==> src/rtl/afc_sar_fsm.sv <==
// Automatic frequency calibration controller: binary-search or linear search of a
// VCO band code driven by slow/fast/freeze comparator decisions.
module afc_sar_fsm #(
    parameter int CODE_W     = 5,
    parameter int SETTLE_CYC = 2,
    parameter int MAX_ITER   = 64
) (
    input  logic              clk,
    input  logic              rst,
    input  logic              start,
    input  logic              mode,
    input  logic [2:0]        comp_in,
    output logic [CODE_W-1:0] code_out,
    output logic              busy,
    output logic              done,
    output logic              fail,
    output logic [CODE_W:0]   state_out
);

    localparam logic [2:0] ST_IDLE   = 3'd0;
    localparam logic [2:0] ST_SETTLE = 3'd1;
    localparam logic [2:0] ST_DECIDE = 3'd2;
    localparam logic [2:0] ST_DONE   = 3'd3;
    localparam logic [2:0] ST_FAIL   = 3'd4;

    localparam logic [2:0] COMP_SLOW   = 3'b010;
    localparam logic [2:0] COMP_FAST   = 3'b100;
    localparam logic [2:0] COMP_FREEZE = 3'b001;

    localparam int CNT_W  = (SETTLE_CYC > 1) ? $clog2(SETTLE_CYC) : 1;
    localparam int ITER_W = $clog2(MAX_ITER + 1);
    localparam int K_W    = $clog2(CODE_W);

    localparam logic [CODE_W-1:0] CODE_ONE  = {{(CODE_W-1){1'b0}}, 1'b1};
    localparam logic [CODE_W-1:0] CODE_MID  = {1'b1, {(CODE_W-1){1'b0}}};
    localparam logic [CODE_W-1:0] CODE_ONES = {CODE_W{1'b1}};
    localparam logic [CODE_W-1:0] CODE_ZERO = {CODE_W{1'b0}};
    localparam logic [K_W-1:0]    K_TOP     = K_W'(CODE_W - 1);

    logic [2:0]        state_r, state_s;
    logic [CODE_W-1:0] code_r, code_s;
    logic [K_W-1:0]    k_r, k_s;
    logic [ITER_W-1:0] iter_r, iter_s;
    logic [CNT_W-1:0]  cnt_r, cnt_s;
    logic              mode_r, mode_s;
    logic              busy_r, done_r, fail_r;
    logic [CODE_W-1:0] bit_k_s;
    logic [ITER_W-1:0] iter_inc_s;
    logic              slow_s;

    // Next-state, next-code and counter computation.
    always_comb begin
        state_s    = state_r;
        code_s     = code_r;
        k_s        = k_r;
        iter_s     = iter_r;
        cnt_s      = cnt_r;
        mode_s     = mode_r;
        bit_k_s    = CODE_ONE << k_r;
        iter_inc_s = iter_r + ITER_W'(1);
        slow_s     = (comp_in == COMP_SLOW);

        case (state_r)
            ST_IDLE, ST_DONE, ST_FAIL: begin
                if (start) begin
                    state_s = ST_SETTLE;
                    code_s  = CODE_MID;
                    k_s     = K_TOP;
                    iter_s  = {ITER_W{1'b0}};
                    cnt_s   = {CNT_W{1'b0}};
                    mode_s  = mode;
                end else begin
                    state_s = state_r;
                end
            end
            ST_SETTLE: begin
                if (cnt_r == CNT_W'(SETTLE_CYC - 1)) begin
                    cnt_s   = {CNT_W{1'b0}};
                    state_s = ST_DECIDE;
                end else begin
                    cnt_s   = cnt_r + CNT_W'(1);
                end
            end
            ST_DECIDE: begin
                case (comp_in)
                    COMP_FREEZE: state_s = ST_DONE;
                    COMP_SLOW, COMP_FAST: begin
                        if (!mode_r) begin
                            // Resolve bit k, then trial-set the next lower bit.
                            code_s = slow_s ? code_r : (code_r & ~bit_k_s);
                            if (k_r != {K_W{1'b0}}) begin
                                code_s  = code_s | (bit_k_s >> 1);
                                k_s     = k_r - K_W'(1);
                                state_s = ST_SETTLE;
                            end else begin
                                state_s = ST_DONE;
                            end
                        end else if ((slow_s && (code_r == CODE_ONES)) ||
                                     (!slow_s && (code_r == CODE_ZERO))) begin
                            state_s = ST_FAIL;
                        end else begin
                            code_s  = slow_s ? (code_r + CODE_ONE) : (code_r - CODE_ONE);
                            iter_s  = iter_inc_s;
                            state_s = (iter_inc_s == ITER_W'(MAX_ITER)) ? ST_FAIL : ST_SETTLE;
                        end
                    end
                    default: state_s = ST_SETTLE;
                endcase
            end
            default: state_s = ST_IDLE;
        endcase
    end

    // State and status registers; status flags follow the next state so they are registered.
    always_ff @(posedge clk or posedge rst) begin
        if (rst) begin
            state_r <= ST_IDLE;
            code_r  <= CODE_MID;
            k_r     <= K_TOP;
            iter_r  <= {ITER_W{1'b0}};
            cnt_r   <= {CNT_W{1'b0}};
            mode_r  <= 1'b0;
            busy_r  <= 1'b0;
            done_r  <= 1'b0;
            fail_r  <= 1'b0;
        end else begin
            state_r <= state_s;
            code_r  <= code_s;
            k_r     <= k_s;
            iter_r  <= iter_s;
            cnt_r   <= cnt_s;
            mode_r  <= mode_s;
            busy_r  <= (state_s == ST_SETTLE) || (state_s == ST_DECIDE);
            done_r  <= (state_s == ST_DONE);
            fail_r  <= (state_s == ST_FAIL);
        end
    end

    assign code_out  = code_r;
    assign busy      = busy_r;
    assign done      = done_r;
    assign fail      = fail_r;
    assign state_out = {done_r, code_r};

endmodule
==> config.mk <==
export PLATFORM = sky130hd
export DESIGN_NAME = afc_sar_fsm
export DESIGN_NICKNAME = d
export VERILOG_FILES = /design/src/rtl/afc_sar_fsm.sv
export SDC_FILE = /design/constraint.sdc
export NUM_CORES = 1
export LEC_CHECK = 0
export CAP_MARGIN = 20
export CORE_ASPECT_RATIO = 0.8
export CORE_MARGIN = 5
export CORE_UTILIZATION = 50
export CTS_BUF_LIST = sky130_fd_sc_hd__clkbuf_4 sky130_fd_sc_hd__clkbuf_8
export CTS_CLUSTER_DIAMETER = 30
export DETAILED_ROUTE_END_ITERATION = 8
export GPL_TIMING_DRIVEN = 0
export HOLD_SLACK_MARGIN = 0.15
export PLACE_DENSITY = 0.87
export RECOVER_POWER = 25
export SYNTH_ARGS = -nofsm -noshare
export SYNTH_HDL_FRONTEND = slang
export SYNTH_SLANG_ARGS = --single-unit
==> constraint.sdc <==
create_clock -name clk -period 1.9 [get_ports clk]
set_input_delay 0.38 -clock clk [delete_from_list [all_inputs] [get_ports clk]]
set_output_delay 0.38 -clock clk [all_outputs]
set_load 0.01 [all_outputs]
# After elaboration in Yosys (flattened, before gate mapping)
# Index checks and enable logic that the tools add are counted.
# word_totals
register_bits,23
in_bits,7
out_inout_bits,14
word_cells,84
# op_classes
n_eq_ne,20
bitwise_logic,3
addsub,5
reduce_logical,17
shift,1
mux,29
# op_table
cell,count
5-bit 2-to-1 mux,7
7-bit 2-to-1 mux,4
3-bit 2-to-1 mux,9
"3-bit by 2-bit equality test with 1-bit output, second input constant",5
7-bit one-hot mux with 2 select lines,1
"2-bit inequality test, second input constant",6
3-bit one-hot mux with 2 select lines,2
5-bit one-hot mux with 2 select lines,1
5-bit AND reduction,2
"3-bit by 1-bit equality test with 1-bit output, second input constant",3
"3-bit equality test, second input constant",3
3-bit one-hot mux with 3 select lines,1
"7-bit by 1-bit adder with 7-bit output, second input constant",1
"7-bit equality test, second input constant",1
"5-bit by 1-bit adder with 5-bit output, second input constant",1
5-bit AND,1
"5-bit equality test, second input constant",1
5-bit logical NOT,1
5-bit NOT,1
5-bit by 4-bit bitwise OR with 5-bit output,1
"1-bit by 3-bit left shift with 5-bit output, first input constant",1
"5-bit by 1-bit subtractor with 5-bit output, second input constant",1
2-bit AND reduction,2
4-bit AND reduction,1
other kinds (14),18

# Longest topological paths before layout
# Gate-level depths: netlist of the first run.
# logic_depth
ltp_word,10
mapped_depth,9
depth_no_buf,8

# Least setup slack after synthesis of the first run
# Ideal clock, no wire load.
# synth_timing
kind,input to register
start,in comp_in[2]
end,"reg code_r[2], in the netlist code_out[2]"
required_ns,1.778
stages,8
t_arrival_ns,2.033
slack_ns,-0.254
path_cell_list,or3b_1 buf_2 ha_1 xor2_1 a21oi_1 o21ai_0 or3b_1 a32o_1
# synth_via
elab_chain_cells,7
elab_cells_between_ends,18
classes_between,eq/ne (4); mux (7); bitwise (1); reduce/logical (6)
# synth_lines
element,line,text
from (decl),12,"input logic [2:0] comp_in,"
3-bit by 2-bit equality test with 1-bit output,"61, 85",
5-bit 2-to-1 mux,90,code_s = slow_s ? code_r : (code_r & ~bit_k_s);
5-bit by 4-bit bitwise OR with 5-bit output,92,code_s = code_s | (bit_k_s >> 1);
5-bit 2-to-1 mux,91,if (k_r != {K_W{1'b0}}) begin
5-bit 2-to-1 mux,88,if (!mode_r) begin
5-bit 2-to-1 mux,85,case (comp_in)
5-bit one-hot mux with 2 select lines,63,case (state_r)
to (signal assigned),128,code_r <= code_s;
to (decl),41,"logic [CODE_W-1:0] code_r, code_s;"
# Several ways; a longest one is shown, not always the timed one. The select of a mux whose other input is x is not followed.
# A chain may end at the register's enable or synchronous reset.

# Worst setup path in the final report of the first run
# layout_timing
start,"reg code_r[0], in the netlist code_out[0]"
end,reg iter_r[2]
# layout_via
elab_chain_cells,5
elab_cells_between_ends,7
classes_between,eq/ne (2); reduce/logical (5)
# layout_lines
element,line,text
5-bit equality test or 5-bit logical NOT (tied branches),"98, 99",
"1-bit logical AND, on equally long branches","98, 99",
1-bit logical OR (*),98,end else if ((slow_s && (code_r == CODE_ONES)) ||
2-bit inequality test (no line) (*),--,
5-bit AND reduction (no line) (*),--,
to (signal assigned),120,iter_r <= {ITER_W{1'b0}};
to (signal assigned),130,iter_r <= iter_s;
to (decl),43,"logic [ITER_W-1:0] iter_r, iter_s;"
# Mark *: on every way between the ends. The rest lies on a longest branch, timed or not.

==> results.json, run 1 <==
{
  "synth_edf_count": 0,
  "grt_max_degree": 24,
  "arrival_ns": 2.28,
  "overflow": 0,
  "period_share_pct": 108,
  "hold_end": "iter_r[0]",
  "dieArea_um2": 4570,
  "cts_root_buf": "clkbuf_8",
  "yosysSeqAreaShare_pct": 34.9,
  "ant_nets": 0,
  "hold_depth": 1,
  "min_period_ns": 2.06,
  "portBuffers": 20,
  "clock_path_buffers": 2,
  "critical_path_class": "flop to flop",
  "drc": 0,
  "hold_viol": 0,
  "syn_area_um2": 1650,
  "slew_violations": 0,
  "synth_largest_type_area_fraction_pct": 31.8,
  "final_cell_mix": "buf_4 (23), dfrtp_1 (17), inv_1 (16), clkdlybuf4s50_1 (14), nand2_1 (10)",
  "first_iter_violations": 84,
  "wl_um": 4030,
  "syn-instance-count": 176,
  "route.detailed.wl_per_inst_um": 15.6,
  "clk_pin_slew_ns": 0.09,
  "setup_tns_ns": -1.32,
  "grt_pass1_wl_um": 6790,
  "synth_warnings": 0,
  "setup_slack_ns": -0.156,
  "die_h_um": 61.4,
  "nets": 236,
  "drt_pass1_iterations": 4,
  "r2r-end": "iter_r[2]",
  "leakagePower_uw": 0.000976,
  "powerDensity_nw_per_um2": 1370,
  "start_util_pct": 52.8,
  "antenna_found_initial": 0,
  "hold_class": "flop to flop",
  "fp.coreArea_um2": 3130,
  "numCtsBuffers": 3,
  "grt_pass1_vias": 1502,
  "diodes": 0,
  "skew_ns": 0.00612,
  "slew_headroom_pct": 39.8,
  "yosysUniqueCellTypes": 58,
  "crit_required_ns": 2.12,
  "synth.avg_cell_area_um2": 9.40,
  "final_common_cell": "buf_4",
  "setup_viol": 15,
  "top_level_ports": 21,
  "ir_drop_mv": 0.756,
  "vias_per_cell": 5.94,
  "path_max_fanout": 7,
  "cts_hold_buf": 0,
  "fmax_mhz": 486,
  "place_area_um2": 1950,
  "cts_tree": "yes",
  "violations": "setup timing",
  "worst_pin_slew_ns": 0.903,
  "hold_slack_ns": 0.533,
  "status": "finished, violations left",
  "vias": 1532,
  "power_uw": 3080,
  "clock_sinks": 23,
  "place_congestion": 0.802,
  "max-cap-violations": 0,
  "clock_latency_ns": 0.27,
  "area_growth_pct": 35.2,
  "num_rows": 18,
  "synthTopCellsByArea": "dfrtp_1 (32%), ha_1 (6.8%), o21ai_0 (4.2%)",
  "r2r_cells": 6,
  "ys.flop_type": "dfrtp_1",
  "htreeDepth": 1,
  "dp_hpwl_um": 2690,
  "end_kind": "flop",
  "grt_usage_pct": 19.4,
  "die_x_um": 74.3,
  "nFillCells": 229,
  "layout-drive-gt1-share_pct": 30.7,
  "async_flop_share_pct": 100,
  "min_from": "iter_r[0]",
  "yosys.area.top_type": "dfrtp_1",
  "start_kind": "flop",
  "rsz0062_at_grt": "true",
  "synth-seq-cells": 23,
  "syn_nets": 193,
  "r2r_start": "code_out[0]",
  "design_area_um2": 2240,
  "rrSetupSlack_ns": -0.16
}
==> synthesized netlist by cell type, types with 2 or more instances <==
library cell,instances
dfstp_2,2
nand3_1,4
xor2_1,2
xnor2_1,4
nor2_1,8
or3_4,2
inv_1,16
buf_2,2
nand2_1,10
buf_4,6
and3_1,3
nor4_1,2
o21ai_0,14
nor4b_1,2
a211oi_1,2
o211ai_1,2
or3b_1,3
o31ai_1,2
nor3_1,4
a21o_1,6
dfrtp_1,21
a32o_1,2
ha_1,9
nand2b_1,3
o21bai_1,2
a21oi_1,11
==> power breakdown <==
| part | switching [uW] | leakage [uW] | internal (uW) | total, uW |
|---|---|---|---|---|
| clock network | 168 | 0.0000255 | 147 | 315 |
| logic | 920 | 0.000654 | 1010 | 1930 |
| registers | 181 | 0.000296 | 650 | 831 |
==> state kept, by name, summed over array words and instances (netlist names) <==
register	flops
cnt_r	1
state_r	3
done	1
code_out	5
iter_r	7
fail	1
mode_r	1
k_r	3
busy	1
==> layer usage <==
layer	wire length, um	global-route usage (%)	up-vias
met2	2020	34.7	53
li1	-	-	730
met4	90	7.11	0
met5	0	0	-
met3	221	3.92	16
met1	1700	23.3	733
==> cell families after synthesis <==
kind of cell | count (synthesis) | synth area share (%)
mux | 2 | 1.29
simple gates | 53 | 20.4
fa+ha+maj | 11 | 8.62
buf+inv | 26 | 7.41
xor+xnor | 6 | 3.18
compound gates | 55 | 24.2
flops | 23 | 34.9
==> repair_timing <==
action | 4_1_cts | 5_1_grt
setup buffers | 17 | 4
gates resized for setup | 39 | 7
endpoints found under the hold margin | 0 | 0
pin swaps | 19 | 11
setup endpoints to repair | 20 | 17
==> worst max-delay path: stages, from the launching register on <==
cell and delay [ns]:
dfrtp_2 0.44, or4_4 0.52, or3_4 0.39, buf_12 0.15, a31oi_4 0.22, o21bai_1 0.16
a21o_1 0.13
==> metrics by stage <==
step                utilization, %  std cells  setup slack [ns]
finish                        71.5        258            -0.156
floorplan                        -        176            -0.202
global route                  71.5        258            -0.206
CTS                           70.7        257            -0.140
global placement              62.3        236            -0.935
detailed placement            62.3        236             -1.00
==> worst max path at each step <==
stage,depth (start not counted),to,slack [ns],startpoint
2_1_floorplan,9,code_out[2],-0.20,comp_in[0]
3_3_place_gp,10,code_out[2],-0.94,comp_in[0]
3_5_place_dp,10,code_out[2],-1.00,comp_in[0]
4_1_cts,9,code_out[2],-0.14,comp_in[2]
5_1_grt,9,code_out[2],-0.21,comp_in[1]
6_report,6,iter_r[2],-0.16,code_out[0]
==> final cells by class <==
cell class / instances / area, um2 / share of cell area [%]
multi-input cells: 127 / 1050 / 46.9
inverters: 17 / 71.3 / 3.19
flip-flops and latches: 23 / 583 / 26.1
well taps: 40 / 50.0 / 2.24
clock inverters: 1 / 5.00 / 0.224
plain buffers: 6 / 45.0 / 2.01
clock buffers: 3 / 41.3 / 1.85
repair buffers: 41 / 393 / 17.6
Power figures use the tool's default switching activity.
==> run 2: changes to the inputs <==
HOLD_SLACK_MARGIN = not set   (was 0.15)
==> results of run 2 <==
No change in the layout: final DEF, timing and power equal those of run 1.
